File: src/rtl/pb_debounce_if.sv
`default_nettype none
// ----------------------------------------------------------------------------
// Module   : pb_debounce_if
// Purpose  : Raw pushbutton input and conditioned level/pulse outputs.
// Revision : 1.0 - initial release
// ----------------------------------------------------------------------------
interface pb_debounce_if;
  logic PB;
  logic pb_level;
  logic pb_press;
  logic pb_release;
  logic pb_long;

  modport master (
    output PB,
    input  pb_level,
    input  pb_press,
    input  pb_release,
    input  pb_long
  );

  modport slave (
    input  PB,
    output pb_level,
    output pb_press,
    output pb_release,
    output pb_long
  );
endinterface
`default_nettype wire

File: src/rtl/pb_debounce.sv
`default_nettype none
// ----------------------------------------------------------------------------
// Module   : pb_debounce
// Purpose  : Synchronizes and debounces an active-low pushbutton, producing a
//            clean level plus press, release and long-press pulses.
// Revision : 1.0 - initial release
// ----------------------------------------------------------------------------
module pb_debounce #(
  parameter int DB_CYC   = 50000,
  parameter int LONG_CYC = 50000000,
  parameter int CNT_W    = 16,
  parameter int LCNT_W   = 26
) (
  input  wire logic    clk,
  input  wire logic    RST_n,
  pb_debounce_if.slave pb_if
);

  typedef enum logic [1:0] {
    ST_IDLE       = 2'd0,
    ST_PRESS_WAIT = 2'd1,
    ST_PRESSED    = 2'd2,
    ST_REL_WAIT   = 2'd3
  } state_t;

  localparam logic [CNT_W-1:0]  c_DB_LAST   = CNT_W'(DB_CYC - 1);
  localparam logic [LCNT_W-1:0] c_LONG      = LCNT_W'(LONG_CYC);
  localparam logic [LCNT_W-1:0] c_LONG_LAST = LCNT_W'(LONG_CYC - 1);

  state_t              r_state;
  logic                r_ff1;
  logic                r_ff2;
  logic [CNT_W-1:0]    r_cnt;
  logic [LCNT_W-1:0]   r_lcnt;
  logic                r_level;
  logic                r_press;
  logic                r_release;
  logic                r_long;

  logic                w_s;
  logic                w_press_acc;
  logic                w_rel_acc;

  assign w_s         = ~r_ff2;
  assign w_press_acc = (r_state == ST_PRESS_WAIT) &&  w_s && (r_cnt == c_DB_LAST);
  assign w_rel_acc   = (r_state == ST_REL_WAIT)   && !w_s && (r_cnt == c_DB_LAST);

  always_ff @(posedge clk or negedge RST_n) begin
    if (!RST_n) begin
      r_ff1     <= 1'b1;
      r_ff2     <= 1'b1;
      r_state   <= ST_IDLE;
      r_cnt     <= '0;
      r_lcnt    <= '0;
      r_level   <= 1'b0;
      r_press   <= 1'b0;
      r_release <= 1'b0;
      r_long    <= 1'b0;
    end else begin
      r_ff1     <= pb_if.PB;
      r_ff2     <= r_ff1;
      r_press   <= 1'b0;
      r_release <= 1'b0;

      case (r_state)
        ST_IDLE: begin
          if (w_s) begin
            r_state <= ST_PRESS_WAIT;
            r_cnt   <= CNT_W'(1);
          end else begin
            r_cnt   <= '0;
          end
        end
        ST_PRESS_WAIT: begin
          if (!w_s) begin
            r_state <= ST_IDLE;
            r_cnt   <= '0;
          end else if (w_press_acc) begin
            r_state <= ST_PRESSED;
            r_level <= 1'b1;
            r_press <= 1'b1;
            r_cnt   <= '0;
          end else begin
            r_cnt   <= r_cnt + 1'b1;
          end
        end
        ST_PRESSED: begin
          if (!w_s) begin
            r_state <= ST_REL_WAIT;
            r_cnt   <= CNT_W'(1);
          end else begin
            r_cnt   <= '0;
          end
        end
        ST_REL_WAIT: begin
          if (w_s) begin
            r_state   <= ST_PRESSED;
            r_cnt     <= '0;
          end else if (w_rel_acc) begin
            r_state   <= ST_IDLE;
            r_level   <= 1'b0;
            r_release <= 1'b1;
            r_cnt     <= '0;
          end else begin
            r_cnt     <= r_cnt + 1'b1;
          end
        end
        default: begin
          r_state <= ST_IDLE;
          r_cnt   <= '0;
        end
      endcase

      // Only an accepted press restarts the hold timer; an aborted release
      // returns to PRESSED without touching it.
      if (w_press_acc) begin
        r_lcnt <= '0;
      end else if (r_level && (r_lcnt != c_LONG)) begin
        r_lcnt <= r_lcnt + 1'b1;
      end

      // Suppressed when the release is accepted on the same edge so the long
      // pulse never overlaps a falling level.
      r_long <= r_level && (r_lcnt == c_LONG_LAST) && !w_rel_acc;
    end
  end

  assign pb_if.pb_level   = r_level;
  assign pb_if.pb_press   = r_press;
  assign pb_if.pb_release = r_release;
  assign pb_if.pb_long    = r_long;

endmodule
`default_nettype wire

File: src/flat_wrapper.sv
// flat-port wrapper written by rule: the top's interface ports become plain ports
module pb_debounce_flat 
#(
  parameter int DB_CYC   = 50000,
  parameter int LONG_CYC = 50000000,
  parameter int CNT_W    = 16,
  parameter int LCNT_W   = 26
)
  (clk, RST_n, pb_if_PB, pb_if_pb_level, pb_if_pb_press, pb_if_pb_release, pb_if_pb_long);
  pb_debounce_if pb_if_i ();
  input  wire logic clk;
  input  wire logic RST_n;
  input wire logic [$bits(pb_if_i.PB)-1:0] pb_if_PB;
  output wire logic [$bits(pb_if_i.pb_level)-1:0] pb_if_pb_level;
  output wire logic [$bits(pb_if_i.pb_press)-1:0] pb_if_pb_press;
  output wire logic [$bits(pb_if_i.pb_release)-1:0] pb_if_pb_release;
  output wire logic [$bits(pb_if_i.pb_long)-1:0] pb_if_pb_long;
  assign pb_if_i.PB = pb_if_PB;
  assign pb_if_pb_level = pb_if_i.pb_level;
  assign pb_if_pb_press = pb_if_i.pb_press;
  assign pb_if_pb_release = pb_if_i.pb_release;
  assign pb_if_pb_long = pb_if_i.pb_long;
  pb_debounce #(.DB_CYC(DB_CYC), .LONG_CYC(LONG_CYC), .CNT_W(CNT_W), .LCNT_W(LCNT_W)) u_core (.clk(clk), .RST_n(RST_n), .pb_if(pb_if_i));
endmodule
File: config.mk
export PLATFORM = sky130hd
export DESIGN_NAME = pb_debounce_flat
export DESIGN_NICKNAME = d
export VERILOG_FILES = /design/src/rtl/pb_debounce_if.sv /design/src/rtl/pb_debounce.sv /design/src/flat_wrapper.sv
export SDC_FILE = /design/constraint.sdc
export NUM_CORES = 1
export LEC_CHECK = 0
export ABC_AREA = 1
export CAP_MARGIN = 20
export CORE_UTILIZATION = 45
export DETAILED_ROUTE_END_ITERATION = 8
export GPL_TIMING_DRIVEN = 0
export SETUP_SLACK_MARGIN = 0.5
export SKIP_CTS_REPAIR_TIMING = 1
export SYNTH_ARGS = -nofsm -noshare
export SYNTH_HDL_FRONTEND = slang
export SYNTH_SLANG_ARGS = --single-unit
File: constraint.sdc
create_clock -name clk -period 3.9 [get_ports clk]
set_clock_uncertainty 0.1 [all_clocks]
set_input_delay 0.78 -clock clk [delete_from_list [all_inputs] [get_ports clk]]
set_output_delay 0.78 -clock clk [all_outputs]
set_load 0.05 [all_outputs]
; ---- After elaboration in Yosys (flattened, before gate mapping)
; Cells that the tools add are included.
[totals]
out_inout_bits = 4
elab_cells = 66
ff_bits = 50
[op_classes]
reduce_logical = 13
mux = 27
n_eq_ne = 14
n_addsub = 2
bitwise_logic = 1
[op_table]
columns = operator, n
row1 = $mux W16, 4
row2 = $pmux W16 S4, 1
row3 = $mux W26, 2
row4 = $add A26 B1 Y26 const B, 1
row5 = $eq A26 B26 Y1 const B, 1
row6 = $ne A26 B26 Y1 const B, 1
row7 = $add A16 B1 Y16 const B, 1
row8 = $eq A16 B16 Y1 const B, 1
row9 = $mux W1, 12
row10 = $mux W2, 6
row11 = $ne A2 B1 Y1 const B, 4
row12 = $pmux W2 S4, 1
row13 = $logic_and A1 B1 Y1, 7
row14 = $reduce_and A5 Y1, 1
row15 = $eq A2 B2 Y1 const B, 2
row16 = $ne A2 B2 Y1 const B, 2
row17 = $reduce_and A4 Y1, 1
row18 = $reduce_bool A2 Y1, 2
row19 = $ne A3 B1 Y1 const B, 1
row20 = $ne A3 B3 Y1 const B, 1
row21 = $eq A2 B1 Y1 const B, 1
row22 = $logic_not A2 Y1, 1
row23 = $pmux W1 S2, 1
row24 = $logic_not A1 Y1, 1
row25 = $not A1 Y1, 1

; ---- Longest topological paths before layout
; Gate-level depths: netlist of the first run.
[logic_depth]
ltp_word = 6
ltp_mapped = 13
ltp_nobuf = 12

; ---- Least setup slack after synthesis of the first run
; Ideal clock, no wire load.
[synth_path]
kind = flip-flop to flip-flop
from = register u_core.r_lcnt[0]
to = register u_core.r_lcnt[11]
setup_time_ns = 0.065
arrival_ns = 1.535
period_less_slack_ns = 1.700
slack_ns = 2.200
stages_incl_launch_ff = 13
cell_sequence = dfrtp_1 > inv_1 > ha_1 > nand2_1 > clkinv_1 > nand2_1 > nor2_1 > nand2_2 > nor2_4 > nor2_4 > buf_4 > nand3_1 > nand2_1
[synth_via]
elab_chain_cells = 3
elab_cells_between_ends = 6
cone_classes = add/sub (1) / eq/ne (1) / mux (2) / reduce/logical (2)
[synth_rtl]
columns = element, line
row1 = start: declaration, pb_debounce.sv:34  ; logic [LCNT_W-1:0] r_lcnt;
row2 = start signal: assignment, pb_debounce.sv:119  ; r_lcnt <= r_lcnt + 1'b1;
row3 = $add A26 B1 Y26 / $ne A26 B26 Y1 (equally long branches), "pb_debounce.sv:119, pb_debounce.sv:118"
row4 = $mux W26 / $logic_and A1 B1 Y1 (equally long branches), pb_debounce.sv:118  ; end else if (r_level && (r_lcnt != c_LONG)) begin
row5 = $mux W26 / $reduce_bool A2 Y1 (equally long branches), -
; Parallel ways exist; a longest one is shown, timed or not. The select of a mux whose other input is x is not followed.
; A chain may end at the register's enable or synchronous reset.

; ---- Worst setup path in the final report of the first run
[layout_path]
from = register u_core.r_level, in the netlist u_core.pb_if.pb_level
to = output pb_if_pb_level
[layout_rtl]
columns = element, line
row1 = start: declaration, pb_debounce.sv:35  ; logic r_level;
row2 = start signal: assignment, pb_debounce.sv:55  ; r_level <= 1'b0;
row3 = start signal: assignment, pb_debounce.sv:80  ; r_level <= 1'b1;
row4 = start signal: assignment, pb_debounce.sv:101  ; r_level <= 1'b0;
row5 = end: declaration, flat_wrapper.sv:14  ; output wire logic [$bits(pb_if_i.pb_level)-1:0] pb_if_pb_level;
; No word-level cell between the ends.

==> key figures, run 1 <==
Status
  • Status: complete, but fails checks
  • Failing checks: DRC

Timing
  • Worst-Margin Slew: 0.4966 ns
  • Normalized max-slew margin: roughly 67%
  • RSZ-0062 raised after global routing: false
  • Fin Setup TNS: 0 ns
  • Fin crit period: 2.405 ns
  • Fmax: 415.8 MHz
  • Max Slew Vio Count: 0
  • Hold Vio Cnt, Final: 0
  • Final Cycle Share: between 60% and 70%
  • Setup violations, final: 0

Yosys
  • Post-synth EDFFs: 0
  • Predominant post-synthesis flop cell: dfrtp_1
  • Syn Area/Cell: 7.120 µm²
  • Mapped Cells: 430
  • Most numerous cell in the Yosys netlist: nand2_1
  • Ys async rst share: 100.0%
  • Cell accounting for the most synthesized area: dfrtp_1
  • Post-synth top area share: 39.23%
  • Mapped Nets: 436
  • Most frequent cells after synthesis: 135 x nand2_1, 71 x nor2_1, 48 x dfrtp_1
  • Post-synthesis register bit count: 50
  • Number of distinct library cells after synthesis: 31
  • Seq/Total Area, Yosys: 40.95%
  • YS warnings: 0
  • Post-synthesis cell area: 3062 µm²
  • Dominant cells by area after synthesis: dfrtp_1 39%, nand2_1 17%, nor2_1 8.7%, nand3_1 5.9%, inv_1 5.5%

Worst setup path
  • CP peak stage delay: approximately 0.8 ns
  • Max stage delay cell, worst path: clkdlybuf4s50_1
  • Worst Path Arrival: ~1.5 ns
  • CP cell instances: clkdlybuf4s50_1
  • Number of buffers and inverters on the critical path: 1
  • Startpoint Class: register
  • CP Capture Type: primary output
  • Crit-path leading delay family: buffers and inverters
  • Crit path kind: reg -> out
  • Reg2Reg Setup Slack: 1.80 ns
  • Crit-path max FO: 3
  • CP required: 3.02 ns

Route
  • Routed wire length: 6938 µm
  • WL/cell: approximately 13 µm
  • Drt drc: 1
  • ANT nets after route: 0
  • Routed vias/inst: 5.115
  • Vias: 2,670
  • Initial DRT Pass Iterations: 6
  • Iteration-0 DRC Markers: approximately 150

GRT
  • Largest net degree at the start of global routing: 34
  • Total grt overflow: 0
  • GRT Util Overall: 21.63%
  • Vias in the first global route: 2,581
  • First-pass GRT wire length: 12,180 µm
  • Initial antenna violation count: 0

Final layout
  • Antenna diode count: 0
  • Layout area overhead: 9.277%
  • Final nets: 450
  • Layout cells sized above 1: about 8.5%
  • Final Cell Area: 3346 µm²

Clock tree
  • Clk pin slew, worst setup/hold paths: approximately 0.1 ns
  • # clock sinks: 50
  • CTS tree: built
  • CTS H-tree depth: 2
  • Root buffer cell: clkbuf_8
  • Later-pin clock latency in the skew report: 0.31 ns
  • Clock buffers created by TritonCTS: 5
  • Max clock buf depth: 2

Flow run
  • Max Cap Viol: 0

Place
  • Post-DP HPWL: between 5000 and 6000 µm
  • Final GP Congestion: 0.8703
  • Placed Area: approximately 3200 µm²
  • Port Buffers: 6

Floorplanning
  • Initial core utilization: 47.40%
  • Die area: 7138 µm²
  • Die height: 84.49 µm
  • Area of the core: around 6500 µm²
  • Boundary Pins: 7
  • Std-Cell Rows: 29
  • DIE WIDTH: 84.49 µm

Power
  • Lkg Pwr: about 1.6 nW
  • Worst vdd ir: 0.1382 mV
  • Power Dens Cells: approximately 280 nW/µm²

Min path
  • Hold WC Path Type: reg -> reg
-- worst paths after layout --
| kind | from | end | depth (start not counted) |
|---|---|---|---|
| worst min register to register | u_core.r_ff1$_DFF_PN1_ | u_core.r_ff2$_DFF_PN1_ | 0 |
| worst min-delay path | u_core.r_ff1$_DFF_PN1_ | u_core.r_ff2$_DFF_PN1_ | 0 |
| max in group asynchronous | RST_n | u_core.r_ff1$_DFF_PN1_ | 2 |
| worst max register to register | u_core.r_lcnt[0]$_DFFE_PN0P_ | u_core.r_lcnt[13]$_DFFE_PN0P_ | 12 |
| min in group asynchronous | RST_n | u_core.pb_if.pb_release$_DFF_PN0_ | 1 |
| worst max-delay path | u_core.pb_if.pb_level$_DFFE_PN0P_ | pb_if_pb_level | 1 |
-- flip-flops by register name, indices dropped and copies added, names as in the netlist, named ones only --
| register | cells |
|---|---|
| u_core.pb_if.pb_level | 1 |
| u_core.pb_if.pb_long | 1 |
| u_core.pb_if.pb_press | 1 |
| u_core.pb_if.pb_release | 1 |
| u_core.r_cnt | 16 |
| u_core.r_ff1 | 1 |
| u_core.r_ff2 | 1 |
| u_core.r_lcnt | 26 |
| u_core.r_state | 1 |
-- final cells by class --
class,count,area (µm²)
well taps,77,96.34
plain buffers,7,52.55
inverters,49,183.9
repair buffers,7,75.07
multi-input cells,324,1572
fillers,669,3113
clock buffers,5,68.82
flip-flops and latches,50,1254
clock inverters,3,43.79
-- report_power, final --
| group | total [mW] | leakage (nW) | internal (mW) | switching, mW |
|---|---|---|---|---|
| combinational | 0.0235 | 0.861 | 0.00628 | 0.0172 |
| sequential | 0.524 | 0.687 | 0.522 | 0.00194 |
| clock | 0.380 | 0.0585 | 0.193 | 0.188 |
-- layout by cell type (no fill, tap or decap), drive strengths merged, types with 3 or more instances in the layout --
master / Yosys / final
buf: 7 / 9
inv: 47 / 48
a21oi: 3 / 3
xor2: 14 / 14
clkinv: 2 / 3
clkdlybuf4s50: 0 / 5
nor2: 80 / 80
nand2: 138 / 138
nand4: 19 / 19
clkbuf: 0 / 5
nand3b: 4 / 4
o21bai: 3 / 3
o21ai: 8 / 8
nor3: 8 / 8
nand3: 37 / 37
dfrtp: 48 / 48
ha: 3 / 3
-- metrics by stage --
stage	hold slack, ns	instances	setup WS (ns)	util (%)	total power, mW
2_1_floorplan	0.2452	430	2.200	-	0.5411
3_3_place_gp	0.2471	513	0.4559	49.83	0.5565
3_5_place_dp	0.2487	514	1.823	50.06	0.5586
4_1_cts	0.2630	522	1.492	51.80	0.9402
5_1_grt	0.2653	522	1.456	51.80	0.9621
6_report	0.2621	522	1.495	51.80	0.9276
-- layer usage --
metal	part of all wire, %	routed length, µm	global-route usage (%)	vias to the layer above
met4	1.8	126	7.396	0
li1	-	-	-	1384
met1	50	3459	29.75	1234
met3	3.3	230	3.245	11
met2	45	3122	34.96	41
met5	0	0	0	-
-- cells by family after synthesis --
family / share of synthesized area, %
adders and majority gates: 1.226
AOI/OAI and AO/OA: 2.738
xor gates and xnor gates: 4.291
and+or+nand+nor: 43.07
buffers and inverters: 7.724
DFF: 40.95
Power figures use the tool's default switching activity.
==> run 2, diff against run 1 <==
- clock period: 3.9 -> 2.3 ns (I/O delays scaled with it)
==> key figures, run 2 (synthesis gave the netlist of run 1 again) <==
Route
  • WL/cell: 14.32 µm (was 13.29 µm)
  • Vias: 2,803 (was 2,670)
  • ANT nets after route: 0 (unchanged)
  • Routed wire length: 7805 µm (was 6938 µm)
  • Routed vias/inst: 5.143 (was 5.115)
  • Initial DRT Pass Iterations: 6 (unchanged)
  • Drt drc: 1 (unchanged)
  • Iteration-0 DRC Markers: 135 (was 145)

Power
  • Power Dens Cells: 418.8 nW/µm² (was 277.3 nW/µm²)
  • Worst vdd ir: 0.2638 mV (was 0.1382 mV)
  • P_sw: 0.3582 mW (was 0.2070 mW)
  • Clock power share: 41.1% (was 41.0%)
  • Lkg Pwr: 1.889 nW (was 1.607 nW)
  • Flop pwr share: 56.1% (was 56.5%)
  • Sw frac: 22.61% (was 22.31%)
  • Comb pwr share: 2.9% (was 2.5%)
  • Final Total Pwr: 1.584 mW (was 0.9276 mW)
  • Int Power: 1.226 mW (was 0.7207 mW)

Timing
  • Hold Vio Cnt, Final: 16 (was 0)
  • Max Slew Vio Count: 0 (unchanged)
  • Fin crit period: around 1.9 ns
  • Worst-Margin Slew: 0.5098 ns (was 0.4966 ns)
  • Hold WS: -0.02832 ns (was 0.2621 ns)
  • RSZ-0062 raised after global routing: true (was false)
  • Fmax: 515.7 MHz
  • Fin Setup TNS: 0 ns (unchanged)
  • Setup violations, final: 0 (unchanged)
  • Final Cycle Share: 84.30%
  • Normalized max-slew margin: 65.96% (was 66.79%)
  • Final WS setup: 0.3611 ns (was 1.495 ns)

GRT
  • First-pass GRT wire length: 12,180 µm (unchanged)
  • Routing usage on met2: 34.96% (unchanged)
  • GRT Util Overall: 21.63% (unchanged)
  • Initial antenna violation count: 0 (unchanged)
  • Largest net degree at the start of global routing: 34 (unchanged)
  • Met3 global-route usage: 3.245% (unchanged)
  • Met1 Usage GRT: 29.75% (unchanged)
  • Grt peak-use layer: met2 (unchanged)
  • Total grt overflow: 0 (unchanged)
  • Vias in the first global route: 2,581 (unchanged)

Worst setup path
  • Reg2Reg Capture Point: u_core.r_lcnt[9]$_DFFE_PN0P_ (was u_core.r_lcnt[13]$_DFFE_PN0P_)
  • CP cell instances: inv_4 > ha_4 > nand2_2 > inv_2 > nand2_2 > nor2_2 > nand2_2 > nor2_4 > nor2_4 > buf_6 > nor2_8 > clkbuf_16 > nand2_1 > nand2_1 (was clkdlybuf4s50_1)
  • Startpoint Class: register (unchanged)
  • CP peak stage delay: 0.45 ns (was 0.82 ns)
  • CP required: 2.45 ns (was 3.02 ns)
  • Crit path top cell by count: nand2_2
  • Max stage delay cell, worst path: dfrtp_2 (was clkdlybuf4s50_1)
  • Reg2Reg Setup Slack: 0.36 ns (was 1.80 ns)
  • Reg2Reg Depth: 14 (was 12)
  • Crit-path max FO: 5 (was 3)
  • Worst Path Arrival: 2.09 ns (was 1.53 ns)
  • Crit path kind: reg -> reg (was reg -> out)
  • CP Capture Type: register (was primary output)
  • Worst r2r src: u_core.r_lcnt[0]$_DFFE_PN0P_ (unchanged)

Final layout
  • Most frequent cells in the layout: 115 x nand2_1, 65 x nor2_1, 47 x dfrtp_1 (was 135 x nand2_1, 71 x nor2_1, 48 x dfrtp_1)
  • Biggest register: u_core.r_lcnt (unchanged)
  • Layout area overhead: 23.54% (was 9.277%)
  • Most common cell after layout, fill and taps aside: nand2_1 (unchanged)
  • Final Non-Filler Cells: 545 (was 522)
  • Layout cells sized above 1: 20.94% (was 8.539%)
  • Max reg flops: 26 (unchanged)
  • # fillers: 618 (was 669)
  • Final nets: 473 (was 450)
  • Largest regs: u_core.r_lcnt x26, u_core.r_cnt x16 (unchanged)
  • Final Cell Area: 3782 µm² (was 3346 µm²)
  • Finished Core Util: 58.56% (was 51.80%)
  • Antenna diode count: 0 (unchanged)

Floorplanning
  • Initial core utilization: 47.40% (unchanged)
  • Die area: 7138 µm² (unchanged)
  • Std-Cell Rows: 29 (unchanged)
  • DIE WIDTH: 84.49 µm (unchanged)
  • Boundary Pins: 7 (unchanged)
  • Area of the core: 6459 µm² (unchanged)
  • Die height: 84.49 µm (unchanged)

Place
  • Placed cell count: 514 (unchanged)
  • Placed Area: 3233 µm² (unchanged)
  • Post-DP HPWL: 5282 µm (unchanged)
  • Port Buffers: 6 (unchanged)
  • Place WS: 0.2231 ns (was 1.823 ns)
  • Final GP Congestion: 0.8703 (unchanged)

Clock tree
  • Clock buffers created by TritonCTS: 5 (unchanged)
  • CTS H-tree depth: 2 (unchanged)
  • Root buffer cell: clkbuf_8 (unchanged)
  • # clock sinks: 50 (unchanged)
  • Max clock buf depth: 2 (unchanged)
  • Clk pin slew, worst setup/hold paths: 0.10 ns (about the same)
  • Later-pin clock latency in the skew report: 0.31 ns (about the same)
  • CTS tree: built (unchanged)

Min path
  • Hold WC Path Type: in -> async (was reg -> reg)

Status
  • Failing checks: DRC, hold timing (was DRC)
  • Status: complete, but fails checks (unchanged)

Flow run
  • Max Cap Viol: 0 (unchanged)
## run 2: cell types whose count changed in the layout (fill, tap and decap cells not counted), sizes merged
| cell | delta |
|---|---|
| inv | +1 |
| clkdlybuf4s50 | -4 |
| nand3b | +1 |
| dlymetal6s2s | +4 |
| buf | +19 |
| clkinv | -1 |
| clkbuf | +3 |
## run 2: worst max path at each step
stage                                       startpoint                             to  cells past startpoint
after floorplan           u_core.r_lcnt[0]$_DFFE_PN0P_  u_core.r_lcnt[11]$_DFFE_PN0P_                     12
after global routing      u_core.r_lcnt[0]$_DFFE_PN0P_   u_core.r_lcnt[9]$_DFFE_PN0P_                     14
after CTS                 u_core.r_lcnt[0]$_DFFE_PN0P_  u_core.r_lcnt[13]$_DFFE_PN0P_                     12
after detailed placement  u_core.r_lcnt[0]$_DFFE_PN0P_  u_core.r_lcnt[13]$_DFFE_PN0P_                     12
final                     u_core.r_lcnt[0]$_DFFE_PN0P_   u_core.r_lcnt[9]$_DFFE_PN0P_                     14
after global placement                           RST_n  u_core.r_lcnt[24]$_DFFE_PN0P_                      1
## run 2: final cells by class
| class | instances | area [µm²] | area share (%) |
|---|---|---|---|
| clock buffers | 5 | 68.82 | 1.819 |
| well taps | 77 | 96.34 | 2.547 |
| flip-flops and latches | 50 | 1255 | 33.18 |
| plain buffers | 7 | 80.08 | 2.117 |
| clock inverters | 3 | 43.79 | 1.158 |
| repair buffers | 29 | 319.1 | 8.435 |
| inverters | 49 | 186.4 | 4.929 |
| multi-input cells | 325 | 1733 | 45.82 |
## run 2: critical path, delay by kind of cell, from the launching register on
kind          cells  cell delay (ns)
fa+ha+maj         1             0.12
simple gates      9             0.75
flops             1             0.45
buf+inv           4             0.45
## run 2: power groups by stage
| stage | Combinational (mW) | Sequential, mW | Clock (mW) |
|---|---|---|---|
| 3_5_place_dp | 0.0419 | 0.905 | 0 |
| 3_3_place_gp | 0.0381 | 0.905 | 0 |
| 4_1_cts | 0.0419 | 0.888 | 0.664 |
| 5_1_grt | 0.0536 | 0.889 | 0.694 |
| 2_1_floorplan | 0.0127 | 0.905 | 0 |
| 6_report | 0.0455 | 0.888 | 0.650 |
## run 2: per-layer routing
layer / share of wire, % / vias up
li1: - / 1435
met2: 46 / 48
met4: 1.1 / 0
met5: 0 / -
met1: 48 / 1311
met3: 4.4 / 9
==> run 3, diff against run 2 <==
- clock period: 2.3 -> 1.8 ns (I/O delays scaled with it)
==> key figures, run 3 (synthesis gave the netlist of run 1 again) <==
Min path
  • Hold WC Path Type: in -> async (unchanged)

Timing
  • Fin crit period: 1.842 ns (was 1.939 ns)
  • Hold Vio Cnt, Final: 24 (was 16)
  • Max Slew Vio Count: 0 (unchanged)
  • Hold WS: -0.05276 ns (was -0.02832 ns)
  • Setup violations, final: 21 (was 0)
  • Final WS setup: -0.04233 ns (was 0.3611 ns)
  • Worst-Margin Slew: 0.5995 ns (was 0.5098 ns)
  • Final Cycle Share: 102.4% (was 84.30%)
  • Fmax: 542.8 MHz (was 515.7 MHz)
  • RSZ-0062 raised after global routing: true (unchanged)
  • Normalized max-slew margin: 60.04% (was 65.96%)

Worst setup path
  • Crit path kind: reg -> reg (unchanged)
  • Crit path top cell by count: nand2_2 (unchanged)
  • Worst r2r src: u_core.r_lcnt[0]$_DFFE_PN0P_ (unchanged)
  • Startpoint Class: register (unchanged)
  • Reg2Reg Setup Slack: -0.04 ns (was 0.36 ns)
  • Max stage delay cell, worst path: dfrtp_2 (unchanged)
  • Worst Path Arrival: 1.99 ns (was 2.09 ns)
  • Reg2Reg Capture Point: u_core.r_lcnt[16]$_DFFE_PN0P_ (was u_core.r_lcnt[9]$_DFFE_PN0P_)
  • Crit-path max FO: 7 (was 5)
  • CP required: 1.95 ns (was 2.45 ns)
  • Reg2Reg Depth: 13 (was 14)
  • Critical path launch point: u_core.r_lcnt[0]$_DFFE_PN0P_ (unchanged)
  • CP peak stage delay: 0.49 ns (was 0.45 ns)
  • CP cell instances: inv_4 > ha_4 > nand2_2 > inv_2 > nand2_2 > nor2_2 > nand2_2 > nor2_4 > nor2_4 > nor2_8 > clkbuf_16 > nand2_2 > nand2_1 (was inv_4 > ha_4 > nand2_2 > inv_2 > nand2_2 > nor2_2 > nand2_2 > nor2_4 > nor2_4 > buf_6 > nor2_8 > clkbuf_16 > nand2_1 > nand2_1)
  • CP Capture Type: register (unchanged)

Power
  • Sw frac: 23.03% (was 22.61%)
  • Power Dens Cells: 509.3 nW/µm² (was 418.8 nW/µm²)
  • Clock power share: 40.6% (was 41.1%)
  • Flop pwr share: 55.1% (was 56.1%)
  • Lkg Pwr: 1.873 nW (was 1.889 nW)
  • Comb pwr share: 4.3% (was 2.9%)
  • Int Power: 1.586 mW (was 1.226 mW)
  • Final Total Pwr: 2.061 mW (was 1.584 mW)
  • Worst vdd ir: 0.3745 mV (was 0.2638 mV)
  • P_sw: 0.4745 mW (was 0.3582 mW)

GRT
  • Total grt overflow: 0 (unchanged)
  • Largest net degree at the start of global routing: 27 (was 34)
  • Initial antenna violation count: 0 (unchanged)
  • GRT Util Overall: 21.99% (was 21.63%)
  • First-pass GRT wire length: 12,500 µm (was 12,180 µm)
  • Vias in the first global route: 2,684 (was 2,581)

Floorplanning
  • Area of the core: 6459 µm² (unchanged)
  • Die area: 7138 µm² (unchanged)
  • Initial core utilization: 47.40% (unchanged)
  • Die height: 84.49 µm (unchanged)
  • Std-Cell Rows: 29 (unchanged)
  • DIE WIDTH: 84.49 µm (unchanged)
  • Boundary Pins: 7 (unchanged)

Status
  • Status: complete, but fails checks (unchanged)
  • Failing checks: hold timing, setup timing (was DRC, hold timing)

Final layout
  • Antenna diode count: 0 (unchanged)
  • Layout cells sized above 1: 29.66% (was 20.94%)
  • Most frequent cells in the layout: 110 x nand2_1, 52 x nor2_1, 43 x inv_1 (was 115 x nand2_1, 65 x nor2_1, 47 x dfrtp_1)
  • Max reg flops: 26 (unchanged)
  • # fillers: 564 (was 618)
  • Biggest register: u_core.r_lcnt (unchanged)
  • Final nets: 477 (was 473)
  • Largest regs: u_core.r_lcnt x26, u_core.r_cnt x16 (unchanged)
  • Layout area overhead: 32.16% (was 23.54%)
  • Most common cell after layout, fill and taps aside: nand2_1 (unchanged)

Route
  • Initial DRT Pass Iterations: 4 (was 6)
  • WL/cell: 14.52 µm (was 14.32 µm)
  • Drt drc: 0 (was 1)
  • Routed wire length: 7972 µm (was 7805 µm)
  • Routed vias/inst: 5.226 (was 5.143)
  • Iteration-0 DRC Markers: 140 (was 135)
  • ANT nets after route: 0 (unchanged)
  • Vias: 2,869 (was 2,803)

Clock tree
  • Root buffer cell: clkbuf_8 (unchanged)
  • Clk pin slew, worst setup/hold paths: 0.10 ns (about the same)
  • # clock sinks: 50 (unchanged)
  • CTS H-tree depth: 2 (unchanged)
  • Later-pin clock latency in the skew report: 0.30 ns (was 0.31 ns)
  • CTS tree: built (unchanged)
  • Max clock buf depth: 2 (unchanged)
  • Clock buffers created by TritonCTS: 5 (unchanged)

Place
  • Port Buffers: 6 (unchanged)
  • Place WS: -0.1761 ns (was 0.2231 ns)
  • Post-DP HPWL: 5251 µm (was 5282 µm)
  • Final GP Congestion: 0.8556 (was 0.8703)

Flow run
  • Max Cap Viol: 0 (unchanged)
==> run 3: final cells by class <==
class                   count  area (µm²)  share of cell area (%)
inverters                  49       188.9                   4.669
clock inverters             3       47.55                   1.175
clock buffers               5       68.82                   1.701
plain buffers               7       91.34                   2.257
repair buffers             34       374.1                   9.246
multi-input cells         324        1917                   47.37
flip-flops and latches     50        1262                   31.20
well taps                  77       96.34                   2.381
==> run 3: worst max-delay path by stage <==
| stage | to | slack [ns] |
|---|---|---|
| 2_1_floorplan | u_core.r_lcnt[18]$_DFFE_PN0P_ | 0.10 |
| 3_3_place_gp | u_core.r_lcnt[25]$_DFFE_PN0P_ | -1.35 |
| 3_5_place_dp | u_core.r_lcnt[18]$_DFFE_PN0P_ | -0.18 |
| 4_1_cts | u_core.r_lcnt[8]$_DFFE_PN0P_ | -0.19 |
| 5_1_grt | u_core.r_lcnt[9]$_DFFE_PN0P_ | -0.14 |
| 6_report | u_core.r_lcnt[16]$_DFFE_PN0P_ | -0.04 |
==> run 3: per-layer routing <==
layer / part of all wire, % / wire length [µm] / GRT usage, %
met1: 44 / 3515 / 27.33
met5: 0 / 0 / 0
met3: 2.8 / 222 / 2.950
met2: 52 / 4131 / 39.99
met4: 1.3 / 102 / 6.009
==> run 3: critical path: cells and delay by family (launching register included) <==
family	cells	cell delay (ns)
fa+ha+maj	1	0.12
buf+inv	3	0.34
flops	1	0.49
simple gates	9	0.73
==> run 3: power by group through the flow <==
stage	logic, mW	clock network, mW	registers, mW
after floorplan	0.0213	0	1.16
after global placement	0.0547	0	1.16
after detailed placement	0.0594	0	1.16
final	0.0885	0.836	1.14
after global routing	0.0996	0.903	1.14
after CTS	0.0594	0.868	1.14
==> run 3: metrics by stage <==
step | TNS (ns) | utilization, % | instance area [µm²] | hold WS (ns) | cells
after CTS | -4.480 | 53.16 | 3433 | -0.03634 | 522
after global routing | -2.843 | 62.65 | 4046 | -0.02007 | 549
after global placement | -69.61 | 51.12 | 3302 | 0.2455 | 513
final | -0.4971 | 62.65 | 4046 | -0.05276 | 549
after detailed placement | -3.682 | 51.36 | 3317 | 0.2488 | 514
after floorplan | 0 | - | 3146 | -0.03559 | 430
